## src/rtl/vpopc_pkg.sv

```systemverilog
// Shared types and helpers for the vcpop.m sequencer: FSM states, default
// widths and the tail mask applied to the final mask chunk.
package vpopc_pkg;

    typedef enum logic [2:0] {
        ST_IDLE,
        ST_ISSUE,
        ST_DRAIN,
        ST_WAIT_RES,
        ST_RESP
    } state_t;

    localparam int DEF_DATA_WIDTH = 64;
    localparam int DEF_ADDR_WIDTH = 32;
    localparam int DEF_VL_WIDTH   = 16;
    localparam int DEF_TAG_WIDTH  = 5;
    localparam int DEF_MAX_OUT    = 4;

    // Upper bound on supported chunk width; callers keep the low bits.
    localparam int MASK_MAX = 1024;

    // Ones in the low (vl % width) bits, or all ones when vl is a multiple.
    function automatic logic [MASK_MAX-1:0] tail_mask(input int unsigned vl,
                                                      input int unsigned width);
        logic [MASK_MAX-1:0] m;
        int unsigned rem;
        rem = vl % width;
        for (int unsigned i = 0; i < MASK_MAX; i++) begin
            m[i] = (i < width) && ((rem == 0) || (i < rem));
        end
        return m;
    endfunction

endpackage

```

## src/rtl/vpopc_rdq.sv

```systemverilog
// VRF read issue and credit tracker: walks the chunk addresses (v0/vs2
// interleaved when masked) and labels each in-order response.
module vpopc_rdq
    import vpopc_pkg::*;
#(
    parameter int ADDR_WIDTH = DEF_ADDR_WIDTH,
    parameter int VL_WIDTH   = DEF_VL_WIDTH,
    parameter int DATA_WIDTH = DEF_DATA_WIDTH,
    parameter int MAX_OUT    = DEF_MAX_OUT
) (
    input  logic                  clk,
    input  logic                  rst,
    input  logic                  start,
    input  logic                  start_vm,
    input  logic [ADDR_WIDTH-1:0] start_vs2_addr,
    input  logic [ADDR_WIDTH-1:0] start_v0_addr,
    input  logic [VL_WIDTH-1:0]   start_nchunks,
    input  logic                  issue_en,
    input  logic                  rsp_en,
    output logic                  rd_req,
    output logic [ADDR_WIDTH-1:0] rd_addr,
    input  logic                  rd_gnt,
    input  logic                  rd_rsp_valid,
    output logic                  last_gnt,
    output logic                  rsp_fire,
    output logic                  rsp_is_v0,
    output logic                  rsp_last
);

    localparam int CNT_W   = VL_WIDTH + 1;
    localparam int CRD_W   = $clog2(MAX_OUT) + 1;
    localparam int BYTE_SH = $clog2(DATA_WIDTH / 8);

    logic                  vm_q, vm_d;
    logic [ADDR_WIDTH-1:0] vs2_q, vs2_d, v0_q, v0_d;
    logic [CNT_W-1:0]      total_q, total_d;
    logic [CNT_W-1:0]      iss_q, iss_d, rsp_q, rsp_d;
    logic [CRD_W-1:0]      crd_q, crd_d;
    logic [CNT_W-1:0]      chunk;
    logic                  iss_v0;
    logic                  gnt_fire;

    // Masked ops issue pairs: even slots fetch v0 chunk k, odd slots vs2 chunk k.
    assign iss_v0   = !vm_q && !iss_q[0];
    assign chunk    = vm_q ? iss_q : (iss_q >> 1);
    assign rd_req   = issue_en && (crd_q < CRD_W'(MAX_OUT));
    assign rd_addr  = rd_req ? ((iss_v0 ? v0_q : vs2_q) + (ADDR_WIDTH'(chunk) << BYTE_SH))
                             : '0;
    assign gnt_fire = rd_req && rd_gnt;
    assign last_gnt = gnt_fire && (iss_q == total_q - CNT_W'(1));

    // Responses are in order, so a running count identifies each one.
    assign rsp_fire  = rd_rsp_valid && rsp_en && (crd_q != '0);
    assign rsp_is_v0 = !vm_q && !rsp_q[0];
    assign rsp_last  = (rsp_q == total_q - CNT_W'(1));

    always_comb begin
        vm_d    = vm_q;
        vs2_d   = vs2_q;
        v0_d    = v0_q;
        total_d = total_q;
        iss_d   = iss_q;
        rsp_d   = rsp_q;
        crd_d   = crd_q;
        if (start) begin
            vm_d    = start_vm;
            vs2_d   = start_vs2_addr;
            v0_d    = start_v0_addr;
            total_d = start_vm ? {1'b0, start_nchunks} : {start_nchunks, 1'b0};
            iss_d   = '0;
            rsp_d   = '0;
            crd_d   = '0;
        end else begin
            if (gnt_fire) iss_d = iss_q + CNT_W'(1);
            if (rsp_fire) rsp_d = rsp_q + CNT_W'(1);
            case ({gnt_fire, rsp_fire})
                2'b10:   crd_d = crd_q + CRD_W'(1);
                2'b01:   crd_d = crd_q - CRD_W'(1);
                default: crd_d = crd_q;
            endcase
        end
    end

    always_ff @(posedge clk) begin
        if (rst) begin
            iss_q <= '0;
            rsp_q <= '0;
            crd_q <= '0;
        end else begin
            iss_q <= iss_d;
            rsp_q <= rsp_d;
            crd_q <= crd_d;
        end
    end

    always_ff @(posedge clk) begin
        vm_q    <= vm_d;
        vs2_q   <= vs2_d;
        v0_q    <= v0_d;
        total_q <= total_d;
    end

endmodule

```

## src/rtl/vpopc_seq.sv

```systemverilog
// vcpop.m sequencer: fetches mask chunks, forms tail/v0-masked popcount beats
// and returns the scalar count to writeback, one operation at a time.
module vpopc_seq
    import vpopc_pkg::*;
#(
    parameter int DATA_WIDTH = DEF_DATA_WIDTH,
    parameter int ADDR_WIDTH = DEF_ADDR_WIDTH,
    parameter int VL_WIDTH   = DEF_VL_WIDTH,
    parameter int TAG_WIDTH  = DEF_TAG_WIDTH,
    parameter int MAX_OUT    = DEF_MAX_OUT
) (
    input  logic                  clk,
    input  logic                  rst,
    input  logic                  cmd_valid,
    output logic                  cmd_ready,
    input  logic [ADDR_WIDTH-1:0] cmd_vs2_addr,
    input  logic [ADDR_WIDTH-1:0] cmd_v0_addr,
    input  logic                  cmd_vm,
    input  logic [VL_WIDTH-1:0]   cmd_vl,
    input  logic [TAG_WIDTH-1:0]  cmd_tag,
    output logic                  rd_req,
    output logic [ADDR_WIDTH-1:0] rd_addr,
    input  logic                  rd_gnt,
    input  logic                  rd_rsp_valid,
    input  logic [DATA_WIDTH-1:0] rd_rsp_data,
    output logic [DATA_WIDTH-1:0] popc_m0,
    output logic                  popc_valid,
    output logic                  popc_end,
    output logic [ADDR_WIDTH-1:0] popc_addr,
    input  logic [DATA_WIDTH-1:0] popc_res_vec,
    input  logic [ADDR_WIDTH-1:0] popc_res_addr,
    input  logic                  popc_res_valid,
    output logic                  res_valid,
    output logic [DATA_WIDTH-1:0] res_data,
    output logic [TAG_WIDTH-1:0]  res_tag,
    input  logic                  res_ready
);

    localparam int LOG2_DW = $clog2(DATA_WIDTH);

    state_t                state_q, state_d;
    logic [TAG_WIDTH-1:0]  tag_q, tag_d;
    logic [TAG_WIDTH-1:0]  res_tag_q, res_tag_d;
    logic [DATA_WIDTH-1:0] res_data_q, res_data_d;
    logic [DATA_WIDTH-1:0] popc_m0_q, popc_m0_d;
    logic                  popc_valid_q, popc_valid_d;
    logic                  popc_end_q, popc_end_d;
    logic                  vm_q, vm_d;
    logic [DATA_WIDTH-1:0] last_mask_q, last_mask_d;
    logic [DATA_WIDTH-1:0] v0hold_q, v0hold_d;

    logic [MASK_MAX-1:0]   tail_full;
    logic [VL_WIDTH-1:0]   nchunks;
    logic                  accept, start, issue_en, rsp_en;
    logic                  last_gnt, rsp_fire, rsp_is_v0, rsp_last;
    logic                  unused_bits;

    assign accept    = (state_q == ST_IDLE) && cmd_valid;
    assign start     = accept && (cmd_vl != '0);
    assign nchunks   = (cmd_vl >> LOG2_DW) + VL_WIDTH'(|cmd_vl[LOG2_DW-1:0]);
    assign tail_full = tail_mask(32'(cmd_vl), DATA_WIDTH);
    assign issue_en  = (state_q == ST_ISSUE);
    assign rsp_en    = (state_q == ST_ISSUE) || (state_q == ST_DRAIN);

    assign unused_bits = &{1'b0, tail_full[MASK_MAX-1:DATA_WIDTH],
                           popc_res_addr[ADDR_WIDTH-1:TAG_WIDTH]};

    vpopc_rdq #(
        .ADDR_WIDTH(ADDR_WIDTH),
        .VL_WIDTH  (VL_WIDTH),
        .DATA_WIDTH(DATA_WIDTH),
        .MAX_OUT   (MAX_OUT)
    ) u_rdq (
        .clk           (clk),
        .rst           (rst),
        .start         (start),
        .start_vm      (cmd_vm),
        .start_vs2_addr(cmd_vs2_addr),
        .start_v0_addr (cmd_v0_addr),
        .start_nchunks (nchunks),
        .issue_en      (issue_en),
        .rsp_en        (rsp_en),
        .rd_req        (rd_req),
        .rd_addr       (rd_addr),
        .rd_gnt        (rd_gnt),
        .rd_rsp_valid  (rd_rsp_valid),
        .last_gnt      (last_gnt),
        .rsp_fire      (rsp_fire),
        .rsp_is_v0     (rsp_is_v0),
        .rsp_last      (rsp_last)
    );

    always_comb begin
        state_d      = state_q;
        tag_d        = tag_q;
        res_tag_d    = res_tag_q;
        res_data_d   = res_data_q;
        vm_d         = vm_q;
        last_mask_d  = last_mask_q;
        v0hold_d     = v0hold_q;
        popc_valid_d = 1'b0;
        popc_m0_d    = '0;
        popc_end_d   = 1'b0;

        unique case (state_q)
            ST_IDLE: begin
                if (accept) begin
                    tag_d       = cmd_tag;
                    vm_d        = cmd_vm;
                    last_mask_d = tail_full[DATA_WIDTH-1:0];
                    if (cmd_vl == '0) begin
                        // Empty mask: answer directly without touching the popcount unit.
                        res_data_d = '0;
                        res_tag_d  = cmd_tag;
                        state_d    = ST_RESP;
                    end else begin
                        state_d = ST_ISSUE;
                    end
                end
            end
            ST_ISSUE: begin
                if (last_gnt) state_d = ST_DRAIN;
            end
            ST_DRAIN: begin
                if (popc_valid_q && popc_end_q) state_d = ST_WAIT_RES;
            end
            ST_WAIT_RES: begin
                if (popc_res_valid) begin
                    res_data_d = popc_res_vec;
                    res_tag_d  = popc_res_addr[TAG_WIDTH-1:0];
                    state_d    = ST_RESP;
                end
            end
            ST_RESP: begin
                if (res_ready) state_d = ST_IDLE;
            end
            default: state_d = ST_IDLE;
        endcase

        // A v0 chunk only primes the holding register; its vs2 partner makes the beat.
        if (rsp_fire) begin
            if (rsp_is_v0) begin
                v0hold_d = rd_rsp_data;
            end else begin
                popc_valid_d = 1'b1;
                popc_end_d   = rsp_last;
                popc_m0_d    = rd_rsp_data
                             & (vm_q ? {DATA_WIDTH{1'b1}} : v0hold_q)
                             & (rsp_last ? last_mask_q : {DATA_WIDTH{1'b1}});
            end
        end
    end

    always_ff @(posedge clk) begin
        if (rst) begin
            state_q      <= ST_IDLE;
            tag_q        <= '0;
            res_tag_q    <= '0;
            res_data_q   <= '0;
            popc_valid_q <= 1'b0;
            popc_m0_q    <= '0;
            popc_end_q   <= 1'b0;
        end else begin
            state_q      <= state_d;
            tag_q        <= tag_d;
            res_tag_q    <= res_tag_d;
            res_data_q   <= res_data_d;
            popc_valid_q <= popc_valid_d;
            popc_m0_q    <= popc_m0_d;
            popc_end_q   <= popc_end_d;
        end
    end

    always_ff @(posedge clk) begin
        vm_q        <= vm_d;
        last_mask_q <= last_mask_d;
        v0hold_q    <= v0hold_d;
    end

    assign cmd_ready  = (state_q == ST_IDLE);
    assign popc_valid = popc_valid_q;
    assign popc_m0    = popc_m0_q;
    assign popc_end   = popc_end_q;
    assign popc_addr  = ADDR_WIDTH'(tag_q);
    assign res_valid  = (state_q == ST_RESP);
    assign res_data   = res_data_q;
    assign res_tag    = res_tag_q;

endmodule

```

## config.mk

```make
export PLATFORM = sky130hd
export DESIGN_NAME = vpopc_seq
export DESIGN_NICKNAME = d
export VERILOG_FILES = /design/src/rtl/vpopc_pkg.sv /design/src/rtl/vpopc_rdq.sv /design/src/rtl/vpopc_seq.sv
export SDC_FILE = /design/constraint.sdc
export NUM_CORES = 1
export LEC_CHECK = 0
export BUFFER_PORTS_ARGS = -buffer_cell sky130_fd_sc_hd__clkbuf_2
export CAP_MARGIN = 20
export CORE_UTILIZATION = 35
export DETAILED_ROUTE_END_ITERATION = 7
export PLACE_DENSITY = 0.59
export SLEW_MARGIN = 20
export SYNTH_ARGS = -nofsm -noshare
export SYNTH_HDL_FRONTEND = slang
export SYNTH_SLANG_ARGS = --single-unit
```

## constraint.sdc

```tcl
create_clock -name clk -period 6.2 [get_ports clk]
set_input_delay 1.24 -clock clk [delete_from_list [all_inputs] [get_ports clk]]
set_output_delay 1.24 -clock clk [all_outputs]
set_load 0.02 [all_outputs]
```

==> results of run 1 <==
registers in the layout (all words and copies together), names as in the netlist, 5 cells and up:
| signal | cells |
|---|---|
| u_rdq.total_q | 12 |
| v0hold_q | 64 |
| tag_q | 5 |
| res_tag | 5 |
| u_rdq.v0_q | 32 |
| res_data | 64 |
| u_rdq.iss_q | 17 |
| u_rdq.vs2_q | 32 |
| popc_m0 | 64 |
| last_mask_q | 64 |
| u_rdq.rsp_q | 17 |
routing by layer:
layer	global-route usage	wire length, um	share of wire
met5	0	0	0
met4	0.0647	1190	0.025
met3	0.0465	3150	0.066
met2	0.303	22700	0.48
met1	0.246	20600	0.43
per-stage QoR:
| stage | hold WS, ns | instances | utilization |
|---|---|---|---|
| detailed placement | 0.442 | 2522 | 0.408 |
| global route | 0.464 | 2607 | 0.442 |
| global placement | 0.441 | 2522 | 0.408 |
| floorplan | 0.434 | 1624 | - |
| CTS | 0.460 | 2603 | 0.442 |
| finish | 0.446 | 2608 | 0.442 |
kinds of logic (layout without fill, tap and decap cells):
family / Yosys count / in the layout / share of synthesized area
AOI/OAI and AO/OA: 354 / 354 / 0.137
xor gates and xnor gates: 84 / 84 / 0.0446
adders and majority gates: 25 / 25 / 0.0195
buffers and inverters: 139 / 511 / 0.0408
DFF: 386 / 386 / 0.583
muxes: 32 / 32 / 0.0204
other: 2 / 33 / 0.000447
and+or+nand+nor: 576 / 576 / 0.154
cell usage in the layout (no fill, tap or decap), types with 7 or more instances in the layout:
cell / synthesis / layout
nor2b_1: 8 / 8
o211ai_1: 10 / 10
mux2i_1: 14 / 14
xor2_1: 44 / 44
ha_1: 23 / 23
nand2b_1: 15 / 15
nand4_1: 17 / 17
and3_1: 14 / 13
a21o_1: 8 / 8
a21oi_1: 38 / 38
a211oi_1: 9 / 9
dfxtp_1: 180 / 180
clkbuf_16: 0 / 46
nor2_1: 244 / 243
nor3_1: 25 / 25
and2_1: 14 / 11
nor4_1: 7 / 7
clkbuf_8: 0 / 12
conb_1: 2 / 28
o21a_1: 65 / 65
clkbuf_2: 1 / 400
o21ai_0: 118 / 118
buf_4: 27 / 13
inv_1: 17 / 17
xnor2_1: 39 / 39
clkbuf_1: 69 / 8
a22oi_1: 65 / 65
mux2_2: 18 / 18
nand3_1: 40 / 40
edfxtp_1: 206 / 206
nand2_1: 156 / 155
worst max path at each step:
stage	to	slack (ns)	depth (start not counted)	start
after floorplan	rd_addr[22]	1.19	16	u_rdq.iss_q[0]
after global placement	rd_addr[31]	1.34	13	u_rdq.iss_q[0]
after detailed placement	rd_addr[31]	1.37	13	u_rdq.iss_q[0]
after CTS	rd_addr[31]	0.74	13	u_rdq.iss_q[0]
after global routing	rd_addr[31]	0.44	13	u_rdq.iss_q[0]
final	rd_addr[31]	0.80	13	u_rdq.iss_q[0]
critical path, cell delays in order, from the launching register on:
cell and delay [ns]:
dfxtp_1 0.55, or2_2 0.50, nand2_1 0.10, nand2_1 0.08
ha_1 0.19, fa_1 0.26, a211oi_1 0.12, o211ai_1 0.32
a31oi_1 0.18, o211ai_2 0.28, nand2_2 0.17, or4_1 0.48
a21oi_1 0.15, clkbuf_2 0.19
power breakdown:
group / switching [uW] / internal, uW / total, uW
logic: 341 / 175 / 517
clock network: 1100 / 1690 / 2790
registers: 50.1 / 2790 / 2840
layout make-up:
type	instances	area (um2)
fillers	4513	26200
flip-flops and latches	386	9790
multi-input cells	1099	6430
repair buffers	413	2100
clock buffers	66	1350
well taps	607	759
clock inverters	15	249
inverters	17	63.8
diodes	5	12.5
==> impl_metrics.yaml, run 1 <==
status:
  outcome: "finished clean"
placement:
  hpwl_um: 33300
  post-place-ws_ns: 1.37
  place_area_um2: 19100
  numPortBuffers: 400
  gp_congestion: 0.856
critical_path:
  cp-end-kind: "output pin"
  startpoint_type: "flop"
  ff2ff_setup_slack_ns: 2.62
  ff2ff_path_depth: 6
  r2r-end: "res_tag[1]"
  crit_arrival_ns: 4.16
  r2r-start: "state_q[0]"
  worstPathRequired_ns: 4.96
  critPathMaxFanout: 22
  critical_path_class: "flop to output pin"
final_layout:
  drive_above_1_share: 0.264
  synthToLayoutAreaGrowth_pct: 23.6
  finalInstanceArea_um2: 20700
  fin_nets: 2239
detailed_routing:
  drcViolationCount: 0
  first_iter_violations: 973
  post_drt_wl_per_cell_um: 18.3
  dr.pass1.iters: 5
  viasPerCell: 5.04
  vias: 13136
  antenna_left: 0
  routed_wl_um: 47600
timing:
  finalSetupViolations: 0
  worst_pin_slew_ns: 1.03
  slew_violations: 0
  period_share: 0.871
  hold_viol: 0
  slew_headroom: 0.309
  fin_ws_ns: 0.799
  finalCriticalPeriod_ns: 5.40
  fin_skew_ns: 0.0530
  max_freq_mhz: 185
  fin_setup_tns_ns: 0
  rsz0062_at_grt: "no"
global_route:
  grt_max_degree: 77
  antenna_found_initial: 6
  grt_pass1_vias: 12504
  overflow: 0
  grt_pass1_wl_um: 72200
  grtUsageTotal: 0.188
floorplanning:
  die-area_um2: 48900
  std_cell_rows: 79
  num_io_pins: 455
  die_y_um: 221
  initial_core_util: 0.358
  core_um2: 47000
  die_w_um: 221
clock_tree:
  cts_root_buf: "clkbuf_16"
  cts_hold_buf: 0
  cts_inserted_buffers: 44
  post_cts_buffers: 0
  path_clk_slew_ns: 0.06
  cts_resized: 0
  clock-sinks: 386
  clk_latency_ns: 0.59
  htreeDepth: 2
  cts_tree: "yes"
  clockBufferDepth: 3
pwr:
  power_uw: 6150
  leakage_uw: 0.00835
  vdd_ir_drop_max_mv: 0.225
  power.density_nw_per_um2: 296
logic_synthesis:
  synth.area.top_cells: "edfxtp_1 (37%), dfxtp_1 (21%), nor2_1 (5.5%)"
  synth_top_area_cell: "edfxtp_1"
  synth_top_flop_cell: "edfxtp_1"
  synth-async-reset-ratio: 0
  netlist.area_leader.share: 0.368
  syn_avg_cell_area_um2: 10.5
  ys_top_cells_by_count: "nor2_1 (244), edfxtp_1 (206), dfxtp_1 (180), nand2_1 (156), o21ai_0 (118)"
  yosys_warnings: 0
  synth.distinct_cells: 68
  synth.most_common_cell: "nor2_1"
  synth_area_um2: 16800
  synth_edf_count: 206
  syn-instance-count: 1598
  ys_ff_latch: 386
  synth.yosys.seq_area_share: 0.583
hold_path:
  hold_path.class: "flop to flop"
  worstHoldStart: "last_mask_q[12]"
  hold_depth: 1
  holdPathEnd: "popc_m0[12]"
run:
  drv_cap: 0
(Power assumes the default switching activity.)
==> run 2, diff against run 1 <==
ABC_AREA = 1   (was default)
==> impl_metrics.yaml, run 2 <==
status:
  outcome: "finished clean"
logic_synthesis:
  syn_avg_cell_area_um2: 9.26
  syn-instance-count: 1834
  synth.distinct_cells: 52
  synth.area.top_cells: "edfxtp_1 (36%), dfxtp_1 (21%), nand2_1 (6.0%)"
  yosys_warnings: 0
  synthAdderAreaFrac: 0.0193
  synth-compound-area-share: 0.124
  ys_top_cells_by_count: "nand2_1 (272), edfxtp_1 (206), inv_1 (191), nor2_1 (191), o21ai_0 (184)"
  synth_area_um2: 17000
  synth.yosys.seq_area_share: 0.577
  muxShareOfSynthArea: 0.0162
  synth_top_area_cell: "edfxtp_1"
  ys_ff_latch: 386
  synth_simple_gate_area_frac: 0.165
  synth.most_common_cell: "nand2_1"
  netlist.area_leader.share: 0.364
  synth-async-reset-ratio: 0
  synth_xor_area_frac: 0.0214
  synth_edf_count: 206
  synth_top_family_by_area: "simple AND/OR/NAND/NOR gates"
  synth_top_flop_cell: "edfxtp_1"
global_route:
  overflow: 0
  grtUsageTotal: 0.191
  grt_pass1_vias: 13256
  grt_max_degree: 75
  grt_pass1_wl_um: 74200
  antenna_found_initial: 5
timing:
  slew_headroom: 0.314
  rsz0062_at_grt: "no"
  max_freq_mhz: 179
  finalSetupViolations: 0
  finalCriticalPeriod_ns: 5.60
  worst_pin_slew_ns: 1.03
  slew_violations: 0
  fin_skew_ns: 0.0227
  period_share: 0.903
  fin_setup_tns_ns: 0
  hold_viol: 0
detailed_routing:
  post_drt_wl_per_cell_um: 16.8
  routed_wl_um: 48100
  antenna_left: 0
  first_iter_violations: 962
  viasPerCell: 4.82
  drcViolationCount: 0
  vias: 13836
  dr.pass1.iters: 5
placement:
  place_area_um2: 19400
  dp_cells: 2788
  hpwl_um: 34900
  numPortBuffers: 400
  gp_congestion: 0.877
floorplanning:
  die_w_um: 222
  core_um2: 47800
  num_io_pins: 455
  die_y_um: 222
  std_cell_rows: 80
  die-area_um2: 49400
  initial_core_util: 0.355
clock_tree:
  clk_latency_ns: 0.57
  cts_resized: 0
  cts_hold_buf: 0
  clock-sinks: 386
  post_cts_buffers: 0
  cts_tree: "yes"
  path_clk_slew_ns: 0.06
  clockBufferDepth: 3
  cts_inserted_buffers: 43
  htreeDepth: 2
  cts_root_buf: "clkbuf_16"
final_layout:
  finalInstanceArea_um2: 20900
  drive_above_1_share: 0.237
  layout_common_cells: "clkbuf_2 (400), nand2_1 (272), edfxtp_1 (206)"
  final_util: 0.436
  layout.cells.non_filler: 2870
  layout_commonest_cell: "clkbuf_2"
  fin_nets: 2496
  synthToLayoutAreaGrowth_pct: 22.9
pwr:
  power.density_nw_per_um2: 362
  vdd_ir_drop_max_mv: 0.228
  leakage_uw: 0.00899
critical_path:
  cp-end-kind: "output pin"
  worstPathCellList: "buf_4 > nor2_4 > mux2_2 > ha_1 > fa_1 > nand2_1 > nand3_1 > o21ai_0 > o21ai_1 > a21boi_0 > o21ai_1 > nand2_1 > nand2_1 > nand2_1 > nor2_1 > nor3b_2 > clkbuf_2"
  worstPathRequired_ns: 4.96
  cpMaxStageDelayCell: "a21boi_0"
  critPathMaxFanout: 36
  crit_arrival_ns: 4.36
  startpoint_type: "flop"
  slowest_delay_ns: 0.46
  cp_common_cell: "nand2_1"
  critical_path_class: "flop to output pin"
run:
  drv_cap: 0
hold_path:
  hold_path.class: "flop to flop"
[run 2: changes by cell type in the layout (fill, tap and decap cells not counted), moves of 56 or more]
cell	change
nand2_1	+117
nor2_1	-56
inv_1	+173
a21oi_1	+110
o21a_1	-65
nand3_1	+68
a22oi_1	-65
o21ai_0	+66
[run 2: critical path, delay by kind of cell, from the launching register on]
family	cells	cell delay, ns
adder cells (fa/ha/maj)	2	0.67
AO/OA/AOI/OAI	4	0.91
flip-flops	1	0.36
AND/OR/NAND/NOR	8	1.02
buffers and inverters	2	0.46
multiplexers	1	0.37
[run 2: metrics by stage]
| stage | hold WS, ns | setup slack (ns) | power, uW |
|---|---|---|---|
| global route | 0.473 | 0.332 | 7940 |
| CTS | 0.446 | 0.623 | 7660 |
| floorplan | 0.421 | 0.632 | 4490 |
| global placement | 0.428 | 1.30 | 5020 |
| detailed placement | 0.432 | 1.26 | 5040 |
| finish | 0.444 | 0.603 | 7550 |
[run 2: logic make-up (layout without fill, tap and decap cells)]
kind of cell	Yosys count	in the layout
adders and majority gates	25	25
and+or+nand+nor	649	649
buffers and inverters	298	691
muxes	25	25
xor gates and xnor gates	39	39
AOI/OAI and AO/OA	410	410
other	2	30
DFF	386	386
[run 2: worst paths after layout]
check	startpoint	end	slack (ns)	cells after the start
hold / removal	last_mask_q[7]	popc_m0[7]	0.44	2
setup reg to reg	u_rdq.total_q[0]	popc_m0[54]	3.24	15
hold reg to reg	last_mask_q[7]	popc_m0[7]	0.44	2
setup / recovery	u_rdq.vm_q	rd_addr[31]	0.60	17
[run 2: final cells by class]
type,instances,area (um2)
Fill cell,4636,27000
Sequential cell,386,9790
Multi-Input combinational cell,1176,6030
Timing Repair Buffer,413,2100
Clock buffer,58,1190
Tap cell,615,769
Inverter,198,746
Clock inverter,22,236
Antenna cell,2,5.00
[run 2: layer usage]
| metal | vias to the layer above | share of wire | GRT usage |
|---|---|---|---|
| li1 | 6894 | - | - |
| met1 | 6413 | 0.42 | 0.240 |
| met2 | 454 | 0.46 | 0.308 |
| met3 | 69 | 0.085 | 0.0616 |
| met4 | 6 | 0.027 | 0.0632 |
| met5 | - | 0.00073 | 0 |
[run 2: report_power, final]
part | internal, uW | switching, uW | total [uW]
Clock | 1530 | 1050 | 2580
Combinational | 466 | 1320 | 1790
Sequential | 3070 | 113 | 3180
Total | 5060 | 2490 | 7550
==> run 3, diff against run 2 <==
CORE_MARGIN = 5   (was default)
REMOVE_ABC_BUFFERS = 1   (was default)
==> impl_metrics.yaml, run 3 (synthesis gave the netlist of run 2 again) <==
final_layout:
  fin_nets: 2498
  n_fill_cell: 4676
  multi_input_comb_area_um2: 6020
  drive_above_1_share: 0.237
  layout_commonest_cell: "clkbuf_2"
  final_util: 0.435
  synthToLayoutAreaGrowth_pct: 22.6
  regArea_um2: 9790
  layout_common_cells: "clkbuf_2 (400), nand2_1 (272), edfxtp_1 (206)"
critical_path:
  ff2ff_path_depth: 12
  cp-end-kind: "output pin"
  slowest_delay_ns: 0.44
  worstPathRequired_ns: 4.96
  critical_path_class: "flop to output pin"
  crit_arrival_ns: 4.12
  critPathMaxFanout: 38
  worstPathCellList: "nor2_4 > buf_4 > mux2_2 > fa_1 > nand2_1 > nand3_1 > o21ai_0 > o21ai_1 > a21boi_0 > o21ai_0 > nand2_1 > nand2_1 > xnor2_1 > nor2_1 > clkbuf_2"
  cpMaxStageDelayCell: "fa_1"
  startpoint_type: "flop"
  cp_common_cell: "nand2_1"
timing:
  slew_violations: 0
  period_share: 0.865
  hold_viol: 0
  slew_headroom: 0.310
  finalCriticalPeriod_ns: 5.36
  fin_skew_ns: 0.0194
  rsz0062_at_grt: "no"
  finalSetupViolations: 0
  worst_pin_slew_ns: 1.04
  fin_setup_tns_ns: 0
  max_freq_mhz: 186
status:
  outcome: "finished clean"
clock_tree:
  htreeDepth: 2
  path_clk_slew_ns: 0.06
  cts_resized: 0
  cts_root_buf: "clkbuf_16"
  cts_inserted_buffers: 43
  clock-sinks: 386
  post_cts_buffers: 0
  clk_latency_ns: 0.58
  clockBufferDepth: 3
  cts_tree: "yes"
  cts_hold_buf: 0
run:
  drv_cap: 0
pwr:
  vdd_ir_drop_max_mv: 0.229
  leakage_uw: 0.00898
  power.density_nw_per_um2: 356
global_route:
  overflow: 0
  antenna_found_initial: 7
  grtUsageTotal: 0.176
  grt_pass1_wl_um: 75300
  grt_max_degree: 78
  grt_pass1_vias: 13705
floorplanning:
  num_io_pins: 455
  die_w_um: 230
  std_cell_rows: 80
  initial_core_util: 0.355
  die-area_um2: 53000
  die_y_um: 230
  core_um2: 47800
detailed_routing:
  post_drt_wl_per_cell_um: 16.9
  first_iter_violations: 950
  routed_wl_um: 48400
  antenna_left: 0
  drcViolationCount: 0
  vias: 13999
  dr.pass1.iters: 5
  viasPerCell: 4.87
hold_path:
  hold_path.class: "flop to flop"
  hold_depth: 2
placement:
  hpwl_um: 35100
  numPortBuffers: 400
  gp_congestion: 0.854
==> run 3: cell count changes in the layout (fill, tap and decap cells not counted), moves of 2 or more <==
cell       delta
bufinv_16     -3
diode_2       +3
buf_4         +2
clkinv_1      +2
==> run 3: area by class of cell <==
type                       instances  share of cell area
antenna                            5            0.000601
clock inverter                    20             0.00787
inverter                         198              0.0357
multi-input combinational       1176               0.289
clock buffer                      58              0.0579
tap                              615              0.0370
sequential                       386               0.470
timing repair buffer             415               0.102
==> run 3: path summary, 6_finish.rpt <==
kind / from / to / slack [ns]
worst min-delay path: last_mask_q[20] / popc_m0[20] / 0.44
worst max register to register: state_q[0] / res_tag[3] / 2.31
worst min register to register: last_mask_q[20] / popc_m0[20] / 0.44
worst max-delay path: u_rdq.vm_q / rd_addr[17] / 0.84
==> run 3: critical path, delay by kind of cell, from the launching register on <==
kind	cells	cell delay (ns)
AO/OA/AOI/OAI	4	0.83
buffers and inverters	2	0.64
multiplexers	1	0.43
flip-flops	1	0.42
AND/OR/NAND/NOR	6	0.65
XOR/XNOR	1	0.14
adder cells (fa/ha/maj)	1	0.44
==> run 3: through the flow <==
stage	cell area, um2	power, uW	worst slack (ns)	hold slack (ns)	instances
detailed placement	19400	5020	1.40	0.433	2790
finish	20800	7420	0.835	0.440	2873
CTS	20800	7520	0.761	0.443	2868
global route	20800	7820	0.399	0.472	2871
global placement	19400	4980	1.43	0.432	2790
floorplan	16500	4360	0.239	0.425	1760
==> run 3: report_power, final <==
group / switching [uW] / total (uW) / internal, uW / leakage (uW)
Sequential: 115 / 3180 / 3070 / 0.00335
Combinational: 1290 / 1770 / 477 / 0.00496
Clock: 1050 / 2460 / 1410 / 0.000668
Total: 2460 / 7420 / 4960 / 0.00898
==> run 3: metal layers <==
metal  GRT usage  part of all wire
met5           0           0.00064
met4      0.0514             0.021
met3      0.0453             0.080
met2       0.285              0.46
met1       0.234              0.44
